$ cat src/rtl/mc_ctrl_fsm.sv
// Multi-cycle control unit. It sits downstream of instruction fetch and steps
// each instruction through IF/ID/EXE/MEM/WB. It drives the fetch controls
// (PCWre/PCSrc/IRWre) and the register-file, ALU and data-memory selects.
// The 3-bit state register is the only storage. All other outputs are
// decoded from the state, the latched opcode/funct and the ALU zero flag.
module mc_ctrl_fsm #(
   parameter logic [5:0] HALT_OP      = 6'b111111,
   parameter logic [1:0] LINK_REG_SEL = 2'b00
) (
   input  logic       clk,
   input  logic       rst,
   input  logic [5:0] opcode,
   input  logic [5:0] funct,
   input  logic       zero,
   output logic       PCWre,
   output logic [1:0] PCSrc,
   output logic       IRWre,
   output logic       InsMemRW,
   output logic       RegWre,
   output logic [1:0] RegDst,
   output logic       WrRegDSrc,
   output logic       ALUSrcB,
   output logic       ExtSel,
   output logic [2:0] ALUOp,
   output logic       mRD,
   output logic       mWR,
   output logic       DBDataSrc,
   output logic       illegal,
   output logic [2:0] state
);

   typedef enum logic [2:0] {
      S_IF   = 3'b000,
      S_ID   = 3'b001,
      S_EXE  = 3'b010,
      S_MEM  = 3'b011,
      S_WB   = 3'b100,
      S_HALT = 3'b101
   } state_t;

   localparam logic [5:0] OP_RTYPE = 6'b000000;
   localparam logic [5:0] OP_ADDI  = 6'b001000;
   localparam logic [5:0] OP_ORI   = 6'b001101;
   localparam logic [5:0] OP_LW    = 6'b100011;
   localparam logic [5:0] OP_SW    = 6'b101011;
   localparam logic [5:0] OP_BEQ   = 6'b000100;
   localparam logic [5:0] OP_BNE   = 6'b000101;
   localparam logic [5:0] OP_J     = 6'b000010;
   localparam logic [5:0] OP_JAL   = 6'b000011;

   localparam logic [5:0] FN_ADD = 6'b100000;
   localparam logic [5:0] FN_SUB = 6'b100010;
   localparam logic [5:0] FN_AND = 6'b100100;
   localparam logic [5:0] FN_OR  = 6'b100101;
   localparam logic [5:0] FN_SLT = 6'b101010;
   localparam logic [5:0] FN_JR  = 6'b001000;

   localparam logic [2:0] ALU_ADD = 3'b000;
   localparam logic [2:0] ALU_SUB = 3'b001;
   localparam logic [2:0] ALU_AND = 3'b010;
   localparam logic [2:0] ALU_OR  = 3'b011;
   localparam logic [2:0] ALU_SLT = 3'b100;

   localparam logic [1:0] PC_SEQ = 2'b00;
   localparam logic [1:0] PC_BR  = 2'b01;
   localparam logic [1:0] PC_RS  = 2'b10;
   localparam logic [1:0] PC_JMP = 2'b11;

   localparam logic [1:0] DST_RT = 2'b01;
   localparam logic [1:0] DST_RD = 2'b10;

   state_t st;

   logic is_r;
   logic d_add, d_sub, d_and, d_or, d_slt, d_jr;
   logic d_addi, d_ori, d_lw, d_sw, d_beq, d_bne, d_j, d_jal, d_halt;
   logic r_alu, d_ill;

   logic [2:0] alu_op;
   logic       alu_srcb;
   logic       ext_sel;

   // Instruction decode from the latched IR fields
   always_comb begin
      is_r   = (opcode == OP_RTYPE);
      d_add  = is_r && (funct == FN_ADD);
      d_sub  = is_r && (funct == FN_SUB);
      d_and  = is_r && (funct == FN_AND);
      d_or   = is_r && (funct == FN_OR);
      d_slt  = is_r && (funct == FN_SLT);
      d_jr   = is_r && (funct == FN_JR);
      d_addi = (opcode == OP_ADDI);
      d_ori  = (opcode == OP_ORI);
      d_lw   = (opcode == OP_LW);
      d_sw   = (opcode == OP_SW);
      d_beq  = (opcode == OP_BEQ);
      d_bne  = (opcode == OP_BNE);
      d_j    = (opcode == OP_J);
      d_jal  = (opcode == OP_JAL);
      d_halt = (opcode == HALT_OP);
      r_alu  = d_add | d_sub | d_and | d_or | d_slt;
      d_ill  = ~(r_alu | d_jr | d_addi | d_ori | d_lw | d_sw |
                 d_beq | d_bne | d_j | d_jal | d_halt);
   end

   // ALU controls are set up in EXE and then held through MEM and WB.
   // They are computed once here so those three states stay consistent.
   always_comb begin
      alu_op   = ALU_ADD;
      alu_srcb = d_addi | d_ori | d_lw | d_sw;
      ext_sel  = d_addi | d_lw | d_sw | d_beq | d_bne;
      if (d_sub | d_beq | d_bne) alu_op = ALU_SUB;
      else if (d_and)            alu_op = ALU_AND;
      else if (d_or | d_ori)     alu_op = ALU_OR;
      else if (d_slt)            alu_op = ALU_SLT;
   end

   // State sequencing; reset aborts whatever instruction is in flight
   always_ff @(posedge clk or negedge rst) begin
      if (!rst) begin
         st <= S_IF;
      end else begin
         case (st)
            S_IF:   st <= S_ID;
            S_ID: begin
               if (d_j | d_jal | d_jr | d_ill) st <= S_IF;
               else if (d_halt)                st <= S_HALT;
               else                            st <= S_EXE;
            end
            S_EXE: begin
               if (d_beq | d_bne)    st <= S_IF;
               else if (d_lw | d_sw) st <= S_MEM;
               else                  st <= S_WB;
            end
            S_MEM:  st <= d_sw ? S_IF : S_WB;
            S_WB:   st <= S_IF;
            S_HALT: st <= S_HALT;
            default: st <= S_IF;
         endcase
      end
   end

   // Control outputs per state. Everything is held low while reset is
   // asserted, so an aborted instruction cannot write anything.
   always_comb begin
      PCWre     = 1'b0;
      PCSrc     = PC_SEQ;
      IRWre     = 1'b0;
      InsMemRW  = 1'b0;
      RegWre    = 1'b0;
      RegDst    = 2'b00;
      WrRegDSrc = 1'b0;
      ALUSrcB   = 1'b0;
      ExtSel    = 1'b0;
      ALUOp     = 3'b000;
      mRD       = 1'b0;
      mWR       = 1'b0;
      DBDataSrc = 1'b0;
      illegal   = 1'b0;
      if (rst) begin
         case (st)
            S_IF: begin
               IRWre    = 1'b1;
               InsMemRW = 1'b1;
            end
            S_ID: begin
               if (d_j) begin
                  PCWre = 1'b1;
                  PCSrc = PC_JMP;
               end else if (d_jal) begin
                  PCWre     = 1'b1;
                  PCSrc     = PC_JMP;
                  RegWre    = 1'b1;
                  RegDst    = LINK_REG_SEL;
                  WrRegDSrc = 1'b0;
               end else if (d_jr) begin
                  PCWre = 1'b1;
                  PCSrc = PC_RS;
               end else if (d_ill) begin
                  PCWre   = 1'b1;
                  PCSrc   = PC_SEQ;
                  illegal = 1'b1;
               end
            end
            S_EXE: begin
               ALUOp   = alu_op;
               ALUSrcB = alu_srcb;
               ExtSel  = ext_sel;
               if (d_beq) begin
                  PCWre = 1'b1;
                  PCSrc = zero ? PC_BR : PC_SEQ;
               end else if (d_bne) begin
                  PCWre = 1'b1;
                  PCSrc = zero ? PC_SEQ : PC_BR;
               end
            end
            S_MEM: begin
               ALUOp   = alu_op;
               ALUSrcB = alu_srcb;
               ExtSel  = ext_sel;
               if (d_lw) mRD = 1'b1;
               if (d_sw) begin
                  mWR   = 1'b1;
                  PCWre = 1'b1;
                  PCSrc = PC_SEQ;
               end
            end
            S_WB: begin
               ALUOp     = alu_op;
               ALUSrcB   = alu_srcb;
               ExtSel    = ext_sel;
               RegWre    = 1'b1;
               WrRegDSrc = 1'b1;
               PCWre     = 1'b1;
               PCSrc     = PC_SEQ;
               RegDst    = r_alu ? DST_RD : DST_RT;
               DBDataSrc = d_lw;
            end
            default: ;
         endcase
      end
   end

   assign state = st;

endmodule

$ cat config.mk
export PLATFORM = sky130hd
export DESIGN_NAME = mc_ctrl_fsm
export DESIGN_NICKNAME = d
export VERILOG_FILES = /design/src/rtl/mc_ctrl_fsm.sv
export SDC_FILE = /design/constraint.sdc
export NUM_CORES = 1
export LEC_CHECK = 0
export ABC_AREA = 1
export BUFFER_PORTS_ARGS = -buffer_cell sky130_fd_sc_hd__buf_2
export CORE_MARGIN = 5
export CORE_UTILIZATION = 50
export CTS_BUF_LIST = sky130_fd_sc_hd__clkbuf_4 sky130_fd_sc_hd__clkbuf_8
export CTS_CLUSTER_SIZE = 24
export DETAILED_ROUTE_END_ITERATION = 10
export GPL_TIMING_DRIVEN = 0
export PLACE_DENSITY = 0.87
export SYNTH_ARGS = -nofsm -noshare
export SYNTH_HDL_FRONTEND = slang
export SYNTH_SLANG_ARGS = --single-unit
$ cat constraint.sdc
create_clock -name clk -period 3.9 [get_ports clk]
set_input_delay 1.17 -clock clk [delete_from_list [all_inputs] [get_ports clk]]
set_output_delay 1.17 -clock clk [all_outputs]
set_load 0.005 [all_outputs]
; After elaboration in Yosys (flattened, before gate mapping)
; Cells that the tools add are included.
[word_totals]
reg_bits = 3
inputBits = 15
out_inout_bits = 21
[op_classes]
eq_ne = 20
muxes = 57
bitwise = 30
reduce_logical = 9
[ops]
columns = cell, count
row1 = == test 6 bit (second input constant), 8
row2 = two-way mux 1 bit, 35
row3 = two-way mux 3 bit, 11
row4 = bitwise OR 1 bit, 29
row5 = == test 6 x 4 -> 1 bit (second input constant), 3
row6 = one-hot mux 3 bit (5 select lines), 1
row7 = two-way mux 2 bit, 7
row8 = == test 6 x 2 -> 1 bit (second input constant), 2
row9 = == test 6 x 3 -> 1 bit (second input constant), 2
row10 = == test 3 x 2 -> 1 bit (second input constant), 2
row11 = == test 3 bit (second input constant), 2
row12 = logical AND 1 bit, 6
row13 = logical NOT 6 bit, 1
row14 = one-hot mux 1 bit (4 select lines), 1
row15 = one-hot mux 2 bit (2 select lines), 1
row16 = == test 3 x 1 -> 1 bit (second input constant), 1
row17 = logical NOT 3 bit, 1
row18 = OR reduction 3 bit, 1
row19 = one-hot mux 1 bit (2 select lines), 1
row20 = inverter 1 bit, 1

; Longest topological paths before layout
[logic_depth]
ltp_word = 22
depth_mapped = 11
depth_no_buf = 11

; Least setup slack after synthesis
; No wires, ideal clock.
[synth_path]
path_type = input port to output port
start = input port opcode[4]
end = output port PCWre
arrival_time_ns = 2.024
required_ns = 2.730
path_slack_ns = 0.706
stages = 10
n_path_buf = 0
cell_sequence = nor2_2 > inv_2 > nor2_4 > nand3_1 > nand2_2 > nor2_2 > nand2_2 > nand2_2 > nand2_1 > a21oi_2
[synth_between]
elab_chain_len = 22
elab_cells_between_ends = 39
classes_between = eq/ne: 9 / mux: 9 / bitwise: 14 / reduce/logical: 7
[synth_rtl]
columns = item, line_no
row1 = "start, declared", 12  ; input logic [5:0] opcode,
row2 = logical NOT 6 bit, 85  ; is_r = (opcode == OP_RTYPE);
row3 = "logical AND 1 bit, on equally long branches", "86, 87"
row4 = bitwise OR 1 bit (4 in a row), 101  ; r_alu = d_add | d_sub | d_and | d_or | d_slt;
row5 = bitwise OR 1 bit (6 in a row), 102  ; d_ill = ~(r_alu | d_jr | d_addi | d_ori | d_lw | d_sw |
row6 = bitwise OR 1 bit (4 in a row), 103  ; d_beq | d_bne | d_j | d_jal | d_halt);
row7 = two-way mux 1 bit, 179  ; end else if (d_ill) begin
row8 = two-way mux 1 bit, 176  ; end else if (d_jr) begin
row9 = two-way mux 1 bit, 170  ; end else if (d_jal) begin
row10 = two-way mux 1 bit, 167  ; if (d_j) begin
row11 = one-hot mux 1 bit (4 select lines) *, 161  ; case (st)
row12 = two-way mux 1 bit *, 160  ; if (rst) begin
row13 = "end, declared", 15  ; output logic PCWre,
; Mark *: on every way between the ends. The rest lies on a longest branch, timed or not.

; Worst setup path after layout
[layout_path]
start = input port opcode[2]
end = output port PCWre
; The elaborated chain is that of the path after synthesis.

==> metrics.cfg <==
[synth]
yosysTopAreaCell = nor2_1
ys_seq_elements = 3
yosysUniqueCellTypes = 24
synth_top_area_frac = 0.142
yosys_warnings = 0
syn_inst = 131
synth_area_leaders = nor2_1 (14%), inv_1 (14%), nand2_1 (14%), dfrtp_1 (11%), nand3_1 (11%)
synthesis.area_um2 = 689
syn-num-nets = 146
ys_seq_area_frac = 0.109
synth.avg_cell_area_um2 = 5.26

[cells_and_area]
area_growth_pct = 32.5
n_fill_cell = 128
finalNetCount = 186
drive_gt1_frac = 0.359
final_area_um2 = 913
diodes = 0
fin_cells = 185
largest_reg_flops = 3

[die]
die_h_um = 47.1
start_util = 0.530
fp-row-count = 13
io_pins = 36
core_area_mm2 = 0.00130
die_area_mm2 = 0.00222
fp.dieW_um = 47.1

[worst_setup_path]
critical_path_class = in -> out
r2r_setup_slack_ns = 2.74
path_max_fanout = 8
worstSetupStartpoint = opcode[2]
timing.rr.start = state[2]
cp_cell_sequence = buf_2 -> nor2_2 -> nand2_2 -> nor2_4 -> nand3_2 -> nand2_2 -> nor2_2 -> nand2_2 -> nand2_2 -> nand2_1 -> a21oi_2 -> buf_2
worstPathArrival_ns = 2.44
cp_num_buf_inv = 2
critPathTopFamily = simple AND/OR/NAND/NOR gates
worst_r2r_endpoint = state[1]
crit_slowest_cell = nor2_4
crit_path_start_kind = input pin
crit_top_cell = nand2_2
cp.required_ns = 2.73
end_kind = output pin
reg2reg_depth = 3
cp_slowest_stage_delay_ns = 0.19

[hold_path]
worstHoldEndpoint = state[2]
hold_path_class = reg -> reg
worstHoldPathCells = 2
worstHoldStart = state[0]

[timing]
hold_viol_final = 0
fmax_mhz = 277
slew_headroom = 0.827
finClkSkew_ns = 0.0167
setup_violations = 0
rsz0062_at_grt = false
period_share = 0.926
worstMarginPinSlew_ns = 0.259
fin_crit_ns = 3.61
maxSlewViolCount = 0
tns_ns = 0

[global_route]
grt_overflow = 0
grtUsageTotal = 0.201
first_global_vias = 794
grt_pass1_wl_um = 3140
grt_max_degree = 9
antenna_found_initial = 0

[detailed_routing]
num_vias = 956
drt-total-wl_um = 1950
wl_per_cell_um = 10.6
ant_nets = 0
first_pass_iters = 4
drt_iter0_markers = 31
via_per_inst = 5.17
drc_errors = 0

[placement]
placed_cells = 181
placed_cell_area_um2 = 883
io_buffers = 35
hpwl_um = 1690
gp_congestion = 0.862

[clock_tree]
cts_tree = built
hold_buffers = 0
cts.sinks = 3
cts_root_buf = clkbuf_4
h-tree-depth = 1
cts_resized = 0
clk_latency_ns = 0.25
cts_buffers = 3
clkSlewWorstSetupHoldPaths_ns = 0.05
post_cts_buffers = 0
clock_tree.buffer_depth = 2

[power]
irDropWorstVdd_mv = 0.151
p_leak_nw = 0.544
power.total_uw = 131
powerDensity_mw_per_mm2 = 143

[run_status]
status = finished, final reports clean

[run]
cap_viol_max_count = 0

[how the worst max path moves through the flow]
stage / to / slack [ns] / cells past startpoint
floorplan: PCWre / 0.71 / 10
global placement: PCWre / 0.33 / 12
detailed placement: PCWre / 0.29 / 12
CTS: PCWre / 0.29 / 12
global route: PCWre / 0.18 / 12
finish: PCWre / 0.29 / 12
[cell usage in the layout (no fill, tap or decap), drive strengths merged]
cell and instances:
inv 28, nand2 30, o21ai 4, a41oi 1, nor3 6, nor2 33
a211oi 1, clkbuf 4, buf 36, dfrtp 3, xor2 1, o2111ai 1
a21oi 3, nand4 2, nand3 17
[cell families (layout without fill, tap and decap cells)]
logic type,count (synthesis),in the layout,share of synthesized area
AOI/OAI and AO/OA,10,10,0.0980
xor gates and xnor gates,1,1,0.0127
buffers and inverters,29,68,0.163
DFF,3,3,0.109
and+or+nand+nor,88,88,0.617
[worst min-delay path: cells and delay by family (launching register included)]
kind / cells / cell delay, ns
flops: 1 / 0.39
simple gates: 1 / 0.13
compound gates: 1 / 0.10
[final cells by class]
type | instances | area, um^2 | area share
buffer | 1 | 7.51 | 0.00822
clock buffer | 4 | 30.0 | 0.0329
inverter | 28 | 105 | 0.115
multi-input combinational | 99 | 502 | 0.549
sequential | 3 | 75.1 | 0.0822
tap | 15 | 18.8 | 0.0205
timing repair buffer | 35 | 175 | 0.192
[synthesized netlist by cell type]
cell,n
a211oi_1,1
a21oi_1,2
a21oi_2,1
a41oi_1,1
buf_4,1
dfrtp_1,3
inv_1,25
inv_2,3
nand2_1,25
nand2_2,5
nand3_1,15
nand3_2,2
nand4_1,2
nor2_1,26
nor2_2,6
nor2_4,1
nor3_1,4
nor3_2,1
nor3_4,1
o2111ai_1,1
o21ai_0,2
o21ai_1,1
o21ai_2,1
xor2_1,1
[metal layers]
| layer | track usage | share of wire | vias up |
|---|---|---|---|
| li1 | - | - | 486 |
| met1 | 0.242 | 0.39 | 421 |
| met2 | 0.328 | 0.50 | 43 |
| met3 | 0.0383 | 0.083 | 6 |
| met4 | 0.122 | 0.020 | 0 |
| met5 | 0 | 0 | - |
[where the power goes]
group | total, mW | internal (mW) | switching (mW)
Combinational | 0.0320 | 0.0112 | 0.0208
Clock | 0.0672 | 0.0456 | 0.0216
Sequential | 0.0313 | 0.0313 | 0
Total | 0.131 | 0.0881 | 0.0424
[stage by stage]
step / hold WS (ns) / utilization / worst slack (ns)
detailed placement: 0.641 / 0.679 / 0.290
global route: 0.688 / 0.702 / 0.177
global placement: 0.629 / 0.679 / 0.335
floorplan: 0.596 / - / 0.706
CTS: 0.638 / 0.702 / 0.288
finish: 0.651 / 0.702 / 0.288
(Power assumes the default switching activity.)
